File: config.mk
export PLATFORM = sky130hd
export DESIGN_NAME = dram_wr_drain
export DESIGN_NICKNAME = d
export VERILOG_FILES = /design/src/rtl/dram_wr_drain.sv
export SDC_FILE = /design/constraint.sdc
export NUM_CORES = 1
export LEC_CHECK = 0
export BUFFER_PORTS_ARGS = -buffer_cell sky130_fd_sc_hd__clkbuf_2
export CAP_MARGIN = 20
export CORE_MARGIN = 1
export CORE_UTILIZATION = 31
export CTS_CLUSTER_DIAMETER = 40
export DETAILED_ROUTE_END_ITERATION = 8
export GPL_TIMING_DRIVEN = 1
export SLEW_MARGIN = 20
export SYNTH_ARGS = -nofsm -noshare
export SYNTH_HDL_FRONTEND = slang
export SYNTH_SLANG_ARGS = --single-unit
File: constraint.sdc
create_clock -name clk -period 2.56 [get_ports clk]
set_clock_uncertainty 0.1 [all_clocks]
set_input_delay 0.512 -clock clk [delete_from_list [all_inputs] [get_ports clk]]
set_output_delay 0.512 -clock clk [all_outputs]
set_load 0.05 [all_outputs]
File: src/rtl/dram_wr_drain.sv
`default_nettype none
// ============================================================================
// dram_wr_drain: stages BURST_LEN words popped from the DRAM write buffer, then
// runs a req/ack-granted write burst with an incrementing word address.
// Optional partial-burst flush: define DRAM_WR_DRAIN_FLUSH_EN.
// Revision: 1.0
// ============================================================================
module dram_wr_drain #(
  parameter int WIDTH     = 8,
  parameter int BURST_LEN = 4,
  parameter int ADDR_W    = 16
) (
  input  logic              clk,
  input  logic              rst_b,
  input  logic [WIDTH-1:0]  fifo_dataout,
  input  logic              fifo_empty,
  input  logic              fifo_rd_valid,
  output logic              fifo_rd_en,
  output logic              burst_req,
  input  logic              burst_ack,
  output logic [ADDR_W-1:0] burst_addr,
  output logic [WIDTH-1:0]  wr_data,
  output logic              wr_valid,
  output logic              wr_last,
  output logic              busy
`ifdef DRAM_WR_DRAIN_FLUSH_EN
  ,
  input  logic                           flush,
  output logic [$clog2(BURST_LEN+1)-1:0] burst_len
`endif
);

  localparam int            CW   = $clog2(BURST_LEN + 1);
  localparam logic [CW-1:0] FULL = CW'(BURST_LEN);

  typedef enum logic [1:0] {
    S_COLLECT = 2'd0,
    S_REQ     = 2'd1,
    S_SEND    = 2'd2
  } state_t;

  state_t            state_q, state_d;
  logic [CW-1:0]     cnt_q, cnt_d;
  logic [CW-1:0]     beat_q, beat_d;
  logic              pend_q;
  logic [ADDR_W-1:0] addr_q, addr_d;
  logic              req_q, req_d;
  logic              wv_q, wv_d;
  logic              wl_q, wl_d;
  logic [WIDTH-1:0]  wd_q, wd_d;
  logic [WIDTH-1:0]  stage_q [BURST_LEN];

  logic              stage_we;
  logic [WIDTH-1:0]  beat_word;
  logic [CW:0]       inflight;
  logic              flush_go;
  logic              hold_rd;
  logic              rd_en;

`ifdef DRAM_WR_DRAIN_FLUSH_EN
  assign flush_go  = flush && (cnt_q != '0) && !pend_q;
  assign hold_rd   = flush;
  assign burst_len = req_q ? cnt_q : '0;
`else
  assign flush_go  = 1'b0;
  assign hold_rd   = 1'b0;
`endif

  // A word is only staged when it answers a read issued last cycle.
  assign stage_we = fifo_rd_valid && pend_q && (state_q == S_COLLECT);
  assign inflight = {1'b0, cnt_q} + {{CW{1'b0}}, pend_q};

  always_comb begin
    beat_word = '0;
    for (int i = 0; i < BURST_LEN; i++) begin
      if (beat_q == CW'(i)) beat_word = stage_q[i];
    end
  end

  always_comb begin
    state_d = state_q;
    cnt_d   = cnt_q;
    beat_d  = beat_q;
    addr_d  = addr_q;
    req_d   = req_q;
    wv_d    = 1'b0;
    wl_d    = 1'b0;
    wd_d    = '0;
    rd_en   = 1'b0;
    case (state_q)
      S_COLLECT: begin
        rd_en = !fifo_empty && !hold_rd && (inflight < {1'b0, FULL});
        if (stage_we) cnt_d = cnt_q + CW'(1);
        if (!pend_q && ((cnt_q == FULL) || flush_go)) begin
          state_d = S_REQ;
          req_d   = 1'b1;
        end
      end
      S_REQ: begin
        if (burst_ack) begin
          state_d = S_SEND;
          req_d   = 1'b0;
          wv_d    = 1'b1;
          wd_d    = beat_word;
          wl_d    = (cnt_q == CW'(1));
          beat_d  = CW'(1);
        end
      end
      S_SEND: begin
        // cnt_q holds the burst length for the whole of REQ and SEND.
        if (wl_q) begin
          state_d = S_COLLECT;
          cnt_d   = '0;
          beat_d  = '0;
          addr_d  = addr_q + ADDR_W'(cnt_q);
        end else begin
          wv_d   = 1'b1;
          wd_d   = beat_word;
          wl_d   = (beat_q == cnt_q - CW'(1));
          beat_d = beat_q + CW'(1);
        end
      end
      default: state_d = S_COLLECT;
    endcase
  end

  always_ff @(posedge clk or negedge rst_b) begin
    if (!rst_b) begin
      state_q <= S_COLLECT;
      cnt_q   <= '0;
      beat_q  <= '0;
      pend_q  <= 1'b0;
      addr_q  <= '0;
      req_q   <= 1'b0;
      wv_q    <= 1'b0;
      wl_q    <= 1'b0;
      wd_q    <= '0;
    end else begin
      state_q <= state_d;
      cnt_q   <= cnt_d;
      beat_q  <= beat_d;
      pend_q  <= fifo_rd_en;
      addr_q  <= addr_d;
      req_q   <= req_d;
      wv_q    <= wv_d;
      wl_q    <= wl_d;
      wd_q    <= wd_d;
    end
  end

  always_ff @(posedge clk or negedge rst_b) begin
    if (!rst_b) begin
      for (int i = 0; i < BURST_LEN; i++) stage_q[i] <= '0;
    end else if (stage_we) begin
      for (int i = 0; i < BURST_LEN; i++) begin
        if (cnt_q == CW'(i)) stage_q[i] <= fifo_dataout;
      end
    end
  end

  // Read request is held off while reset is asserted so every output reads 0.
  assign fifo_rd_en = rd_en & rst_b;
  assign burst_req  = req_q;
  assign burst_addr = addr_q;
  assign wr_data    = wd_q;
  assign wr_valid   = wv_q;
  assign wr_last    = wl_q;
  assign busy       = !((state_q == S_COLLECT) && (cnt_q == '0));

endmodule
`default_nettype wire
Word level (Yosys, flattened, before mapping) --
Index checks and enable logic that the tools add are counted.
Storage, ports and cells: register bits after elaboration 68, logic and storage cells 84, output and inout bits 29, input bits 13
Cells by class: muxes and demuxes 27, $add $sub $neg 5, eq/ne operators 14, magnitude comparators 1, bitwise gates (word level) 1, reductions and logical operators 23
Operator list (count):
- 2-to-1 mux 8 bit | 6
- adder 16 x 3 -> 16 bit | 1
- case mux 8 bit (2 select lines) | 1
- equality test 3 x 2 -> 1 bit, second input constant | 4
- 2-to-1 mux 3 bit | 4
- case mux 3 bit (2 select lines) | 2
- AND reduction 2 bit | 6
- AND reduction 3 bit | 3
- 2-to-1 mux 1 bit | 7
- adder 3 x 1 -> 3 bit, second input constant | 2
- equality test 3 x 1 -> 1 bit, second input constant | 2
- zero test 3 bit | 2
- 2-to-1 mux 2 bit | 3
- inequality test 2 bit, second input constant | 3
- case mux 1 bit (2 select lines) | 3
- case mux 2 bit (3 select lines) | 1
- nonzero test 2 bit | 3
- logical AND 1 bit | 5
- adder 3 x 1 -> 4 bit | 1
- < comparator 4 x 3 -> 1 bit, second input constant | 1
- equality test 3 bit | 1
- equality test 3 bit, second input constant | 1
- zero test 1 bit | 3
- subtractor 3 x 1 -> 3 bit, second input constant | 1
- 5 further kinds | 5

Depth between registers and ports, before layout --
Gate-level depths: netlist of the first run.
word-level depth 7, gate-level depth with buffers 8, mapped depth without buffers 6

Worst setup path before layout of the first run --
No wires, ideal clock.
kind reg-to-output, start point register state_q[0], end point output port fifo_rd_en, data required time 1948 ps, path slack 120 ps, stages on the path, launching flop included 6, buffers on the path 0, data arrival time 1828 ps, path through dfrtp_1 -> inv_1 -> ha_1 -> nor2b_2 -> nand3b_1 -> a31oi_1
Between the ends: longest elaborated chain between the ends 3
Ends and longest elaborated chain:
- start, declared | RTL line 42 | state_t state_q, state_d;
- start signal, assigned | RTL line 139 | state_q <= state_d;
- zero test 2 bit | RTL line 90 | case (state_q)
- 2-to-1 mux 1 bit | RTL line 90
- bitwise AND 1 bit | RTL line 162 | assign fifo_rd_en = rd_en & rst_b;
- end, declared | RTL line 18 | output logic fifo_rd_en,
Every way passes these cells.

Final worst setup path of the first run --
start point register state_q[1], end point output port fifo_rd_en
The elaborated chain is that of the path after synthesis.

==> out/metrics.csv, run 1 <==
metric,value,unit
maximum VDD drop,289,uV
number of optimization iterations in the first detailed-route pass,6,
depth of the most critical reg-to-reg path,5,
Antenna Nets Post-Route,0,
adder and majority cell fraction of the synthesized area,0.0756,
class of the worst hold path,in -> async,
all-layer global routing usage,0.138,
minimum period implied by the final worst setup slack,2.44,ns
arrival time at the worst endpoint,1.83,ns
core outline area,0.00995,mm2
share of the core filled with cells in the final layout,0.390,
final critical-path share of the clock period,0.954,
endpoint of the lowest-slack register-to-register path,stage_q[20],
Post-CTS Setup Bufs,0,
Post-synth EDFFs,0,
"top library cells by usage in the layout, fill and taps aside","sky130_fd_sc_hd__dfrtp_1, sky130_fd_sc_hd__clkbuf_2, sky130_fd_sc_hd__mux2_2",
unrepaired setup endpoints after global routing,no,
largest net degree at the start of global routing,41,
via count,2183,
clock latency reported for the late side of the worst-skew pair,0.36,ns
Initial DRC Count,129,
placer's final routability congestion estimate,0.824,
register bit count reported by yosys,68,
Top Usage Layer GRT,met2,
wire length of the first global-routing pass,11400,um
effective utilization at floorplan,0.326,
worst slew margin relative to its limit,0.547,
global-route met1 utilization,0.175,
Synth Area per Inst,12.3,um2
width of the die,104,um
maximum fanout along the worst path,6,
"commonest non-fill, non-tap cell in the layout",sky130_fd_sc_hd__dfrtp_1,
Synth Area in Compound Gates,0.0887,
crit path from,state_q[1],
leading cell types by total area after synthesis,"sky130_fd_sc_hd__dfrtp_1, sky130_fd_sc_hd__mux2_2, sky130_fd_sc_hd__ha_1, sky130_fd_sc_hd__xnor2_1, sky130_fd_sc_hd__a221o_1",
placed wire-length estimate after detailed placement,4650,um
sequential-to-total area share from yosys stat,0.524,
# port buffers,41,
row count,36,
Die Y,104,um
average via count per standard cell,4.83,
most used flip-flop cell after synthesis,sky130_fd_sc_hd__dfrtp_1,
top cell type by total area after synthesis,sky130_fd_sc_hd__dfrtp_1,
area share of the largest cell type after synthesis,0.524,
Num Clock Sinks,68,
overall overflow remaining after global route,0,
pin slew with the least headroom to its limit,0.679,ns
register clock-pin slew on the reported worst setup and hold paths,0.08,ns
PD cells,925,mW/mm2
main combinational cell family by area after synthesis,multiplexers,
Synth Net Count,296,
R2R Setup Slk,0.50,ns
Post-Synth XOR/XNOR Area,0.0486,
number of filler cells placed in the layout,920,
post-route DRC violation count,0,
warnings from Yosys,0,
max-slew violations,0,
simple-gate share of the synthesized area,0.117,
number of antenna violations at the first check in global routing,0,
worst flop-to-flop path startpoint,state_q[1],
"FFs w/ async S/R, synth",1.00,
gate count after technology mapping,264,
Leak Pwr,0.00188,uW
count of final setup violators,0,
fraction of final layout cells sized beyond drive strength 1,0.326,
"count of placed standard cells in the final layout, fillers left out",452,
proportion of synthesized area in mux cells,0.125,
Critical Path RT,1.95,ns
synthesized area,0.00325,mm2
vias in the first global route,2191,
Max clock buf depth,2,
startpoint type of the worst setup path,register,
number of placed I/O pins,42,
H-tree level count,3,
routed wire length,6730,um
fmax,410,MHz
Avg WL per Cell,14.9,um
Antenna diodes,0,
Placed Cells incl. Taps,436,
layout net count,346,
maxcap violations,0,
outcome,"complete, no violations",
master cell of the clock root buffer,sky130_fd_sc_hd__clkbuf_8,
critical path capture point,fifo_rd_en,
total CTS buffers,9,
startpoint-to-endpoint class of the critical path,reg -> out,
CTS tree,done,
area enclosed by the die boundary,0.0109,mm2
number of different library cells in the post-synthesis netlist,41,
total negative slack for setup checks,0,ns
GRT met3 Usage,0.0276,
synth-to-layout area growth,19.5,%
GRT met2 Usage,0.214,
nature of the critical path endpoint,primary output,
Fin. Hold Viols,0,
[synthesized netlist by cell type, drive strengths merged, types with 3 or more instances]
master and n:
mux2 35, clkbuf 3, nand2 17, buf 4, nand4 6, nor2b 4
nor2 16, o21ai 8, xor2 3, ha 18, xnor2 15, a21oi 6
a32oi 8, a221o 7, nand2b 10, dfrtp 68, nand3 7, inv 9
[critical path, cell delays in order (launching register included)]
cell	delay (ns)
sky130_fd_sc_hd__dfrtp_1	0.41
sky130_fd_sc_hd__inv_1	0.11
sky130_fd_sc_hd__ha_2	0.25
sky130_fd_sc_hd__nor2b_4	0.19
sky130_fd_sc_hd__nand3b_1	0.11
sky130_fd_sc_hd__a31oi_2	0.19
sky130_fd_sc_hd__clkbuf_8	0.22
[how the worst min path moves through the flow]
| stage | start | to | slack (ns) | cells after the start |
|---|---|---|---|---|
| 3_5_place_dp | burst_addr[15] | burst_addr[15] | 0.37 | 1 |
| 4_1_cts | rst_b | stage_q[23] | 0.15 | 2 |
| 6_report | rst_b | stage_q[23] | 0.13 | 2 |
| 3_3_place_gp | burst_addr[15] | burst_addr[15] | 0.36 | 1 |
| 2_1_floorplan | rst_b | beat_q[0] | 0.12 | 0 |
| 5_1_grt | rst_b | stage_q[23] | 0.17 | 2 |
[repair_timing]
action | 4_1_cts | 5_1_grt
gates cloned | 0 | 0
setup endpoints to repair | 1 | 1
gates resized for setup | 2 | 3
hold buffers | 0 | 0
[cell families (layout without fill, tap and decap cells)]
kind of cell             Yosys count  count (layout)
multiplexers                      36              36
AO/OA/AOI/OAI                     39              39
AND/OR/NAND/NOR                   68              68
flip-flops                        68              68
buffers and inverters             16              71
XOR/XNOR                          18              18
adder cells (fa/ha/maj)           19              19
[metrics by stage]
| stage | setup slack, ns | cell area, um2 | hold WS, ns | total power, uW |
|---|---|---|---|---|
| CTS | 0.00225 | 3870 | 0.155 | 3610 |
| finish | 0.118 | 3880 | 0.133 | 3590 |
| global route | 0.0354 | 3880 | 0.168 | 3820 |
| global placement | 0.390 | 3620 | 0.361 | 2510 |
| floorplan | 0.120 | 3250 | 0.116 | 2200 |
| detailed placement | 0.333 | 3620 | 0.372 | 2530 |
[registers in the layout (all words and copies together) (netlist names)]
signal,count
burst_addr,16
pend_q,1
wr_valid,1
beat_q,3
wr_data,8
burst_req,1
wr_last,1
cnt_q,3
state_q,2
stage_q,32
[final cells by class]
class / count / area [um2] / area share
clock inverters: 6 / 111 / 0.0287
inverters: 9 / 33.8 / 0.00871
multi-input cells: 180 / 1490 / 0.383
clock buffers: 10 / 128 / 0.0329
well taps: 133 / 166 / 0.0429
flip-flops and latches: 68 / 1700 / 0.439
repair buffers: 46 / 251 / 0.0648
[per-layer routing]
metal	share of wire	wire [um]	vias up
li1	-	-	1043
met1	0.47	3200	1092
met2	0.46	3120	35
met3	0.033	221	13
met4	0.028	187	0
met5	0	0	-
[power breakdown]
part	switching, uW	total (uW)	leakage, uW	internal [uW]
logic	726	1170	0.000846	442
clock network	428	1080	0.000117	649
registers	138	1350	0.000915	1210
total	1290	3590	0.00188	2300
Note: power is estimated with default switching activity, not from simulation.
==> run 2, diff against run 1 <==
--- a/config.mk
+++ b/config.mk
@@ -5,12 +5,12 @@
 export SDC_FILE = /design/constraint.sdc
 export NUM_CORES = 1
 export LEC_CHECK = 0
-export BUFFER_PORTS_ARGS = -buffer_cell sky130_fd_sc_hd__clkbuf_2
 export CAP_MARGIN = 20
 export CORE_MARGIN = 1
 export CORE_UTILIZATION = 31
 export CTS_CLUSTER_DIAMETER = 40
 export DETAILED_ROUTE_END_ITERATION = 8
+export DONT_BUFFER_PORTS = 1
 export GPL_TIMING_DRIVEN = 1
 export SLEW_MARGIN = 20
 export SYNTH_ARGS = -nofsm -noshare
==> run 2 against run 1 <==
  * Combinational power shrank 14%
  * Critical path depth did not move
  * Wire length is 0.40% higher
  * Count of clock-buffer cells in the layout decreased by 1
  * Utilization fell by 1.6 points
  * Sequential power grew 7%
  * Critical path type unchanged
==> out/metrics.csv, run 2 (synthesis results as in run 1) <==
metric,value,unit,change
master cell of the clock root buffer,sky130_fd_sc_hd__clkbuf_8,,
CTS tree,done,,
number of placed I/O pins,42,,unchanged
Die Y,104,um,unchanged
area enclosed by the die boundary,0.0109,mm2,unchanged
core outline area,0.00995,mm2,unchanged
Leak Pwr,0.00173,uW,-7.7%
number of buffer and inverter instances along the worst setup path,2,,unchanged
startpoint-to-endpoint class of the critical path,reg -> out,,
unrepaired setup endpoints after global routing,no,,
maximum fanout along the worst path,6,,unchanged
outcome,"complete, no violations",,
placer's final routability congestion estimate,0.778,,-5.6%
number of antenna violations at the first check in global routing,0,,unchanged
fraction of final layout cells sized beyond drive strength 1,0.241,,-0.0848
Num Clock Sinks,68,,unchanged
"commonest non-fill, non-tap cell in the layout",sky130_fd_sc_hd__dfrtp_1,,
routed wire length,6760,um,+0.40%
register clock-pin slew on the reported worst setup and hold paths,0.08,ns,about the same
pin slew with the least headroom to its limit,0.674,ns,-0.00460 ns
class of the worst hold path,in -> reg,,
Critical Path RT,1.95,ns,about the same
Max clock buf depth,2,,unchanged
post-route DRC violation count,0,,unchanged
vias in the first global route,2049,,-6.5%
average via count per standard cell,4.90,,+1.5%
maximum VDD drop,261,uV,-9.8%
area after detailed placement,0.00346,mm2,-4.4%
row count,36,,unchanged
largest net degree at the start of global routing,69,,+68%
post-cts repair resize count,0,,-2
Fin. Hold Viols,0,,unchanged
total CTS buffers,9,,unchanged
maxcap violations,0,,unchanged
wire length of the first global-routing pass,11000,um,-3.4%
max-slew violations,0,,unchanged
H-tree level count,3,,unchanged
arrival time at the worst endpoint,1.84,ns,about the same
nature of the critical path endpoint,primary output,,
number of optimization iterations in the first detailed-route pass,5,,-1
Antenna diodes,0,,unchanged
synth-to-layout area growth,14.6,%,
total negative slack for setup checks,0,ns,unchanged
# port buffers,0,,-100%
"flip-flop count of the largest register, all copies and words added",32,,unchanged
"top library cells by usage in the layout, fill and taps aside","sky130_fd_sc_hd__dfrtp_1, sky130_fd_sc_hd__mux2_2, sky130_fd_sc_hd__ha_1",,
Post-CTS Setup Bufs,0,,unchanged
cell type of the slowest stage on the worst timing path,sky130_fd_sc_hd__dfrtp_1,,
via count,2053,,-6.0%
Final Worst Setup Slack,0.110,ns,-0.00816 ns
all-layer global routing usage,0.131,,-0.00722
overall overflow remaining after global route,0,,unchanged
power consumption,3470,uW,-3.4%
crit-path max cell delay,0.40,ns,about the same
fmax,408,MHz,-0.33%
share of the core filled with cells in the final layout,0.374,,-0.0162
minimum period implied by the final worst setup slack,2.45,ns,+0.00816 ns
startpoint type of the worst setup path,register,,
count of final setup violators,0,,unchanged
Top delay family on crit path,flip-flops,,
effective utilization at floorplan,0.326,,unchanged
final critical-path share of the clock period,0.957,,+0.00319
pre-CTS setup slack,0.483,ns,+0.151 ns
ordered cell list for the critical path,"inv_1, ha_1, nor2b_2, nand3b_1, a31oi_1, buf_4",,
Initial DRC Count,88,,-32%
clock latency reported for the late side of the worst-skew pair,0.35,ns,about the same
number of filler cells placed in the layout,962,,+4.6%
width of the die,104,um,unchanged
worst slew margin relative to its limit,0.550,,+0.00306
post-route cell area,0.00372,mm2,-4.2%
Avg WL per Cell,16.1,um,+8.3%
layout net count,313,,-9.5%
largest reg by FF count,stage_q,,
Antenna Nets Post-Route,0,,unchanged
PD cells,932,mW/mm2,+0.74%
placed wire-length estimate after detailed placement,4470,um,-3.8%
run 2: cell count changes in the layout (fill, tap and decap cells not counted), sizes merged:
cell         delta
bufinv          -1
dlygate4sd3     +1
buf             +6
clkbuf         -41
clkinv          +2
run 2: routing by layer:
layer	wire length, um	global-route usage	vias up
li1	-	-	973
met1	3070	0.161	1028
met2	3290	0.211	42
met3	294	0.0401	10
met4	106	0.0582	0
met5	0	0	-
run 2: power breakdown:
part	switching [uW]	total (uW)	internal (uW)
combinational	591	1010	420
clock	450	1000	553
sequential	248	1450	1210
run 2: area by class of cell:
| type | count | area (um2) | share of cell area |
|---|---|---|---|
| flip-flops and latches | 68 | 1700 | 0.458 |
| multi-input cells | 180 | 1470 | 0.396 |
| repair buffers | 13 | 120 | 0.0323 |
| inverters | 9 | 33.8 | 0.00908 |
| clock inverters | 7 | 98.8 | 0.0266 |
| well taps | 133 | 166 | 0.0448 |
| clock buffers | 9 | 124 | 0.0333 |
run 2: repair_timing:
item | CTS | global route
endpoints found under the hold margin | 68 | 0
hold buffers | 2 | 0
setup endpoints to repair | 0 | 0
run 2: path summary, 6_finish.rpt:
check	slack, ns	cells after the start	end	from
worst max register to register	0.49	6	stage_q[24]	state_q[0]
max in group asynchronous	1.46	2	stage_q[30]	rst_b
worst max-delay path	0.11	6	fifo_rd_en	state_q[0]
worst min register to register	0.40	1	stage_q[8]	stage_q[8]
worst min-delay path	0.21	1	stage_q[8]	fifo_dataout[0]
min in group asynchronous	0.58	2	wr_data[2]	rst_b
run 2: metrics by stage:
stage,instances,hold slack [ns]
floorplan,264,0.116
global placement,401,0.118
detailed placement,401,0.118
CTS,419,0.188
global route,419,0.185
finish,419,0.206
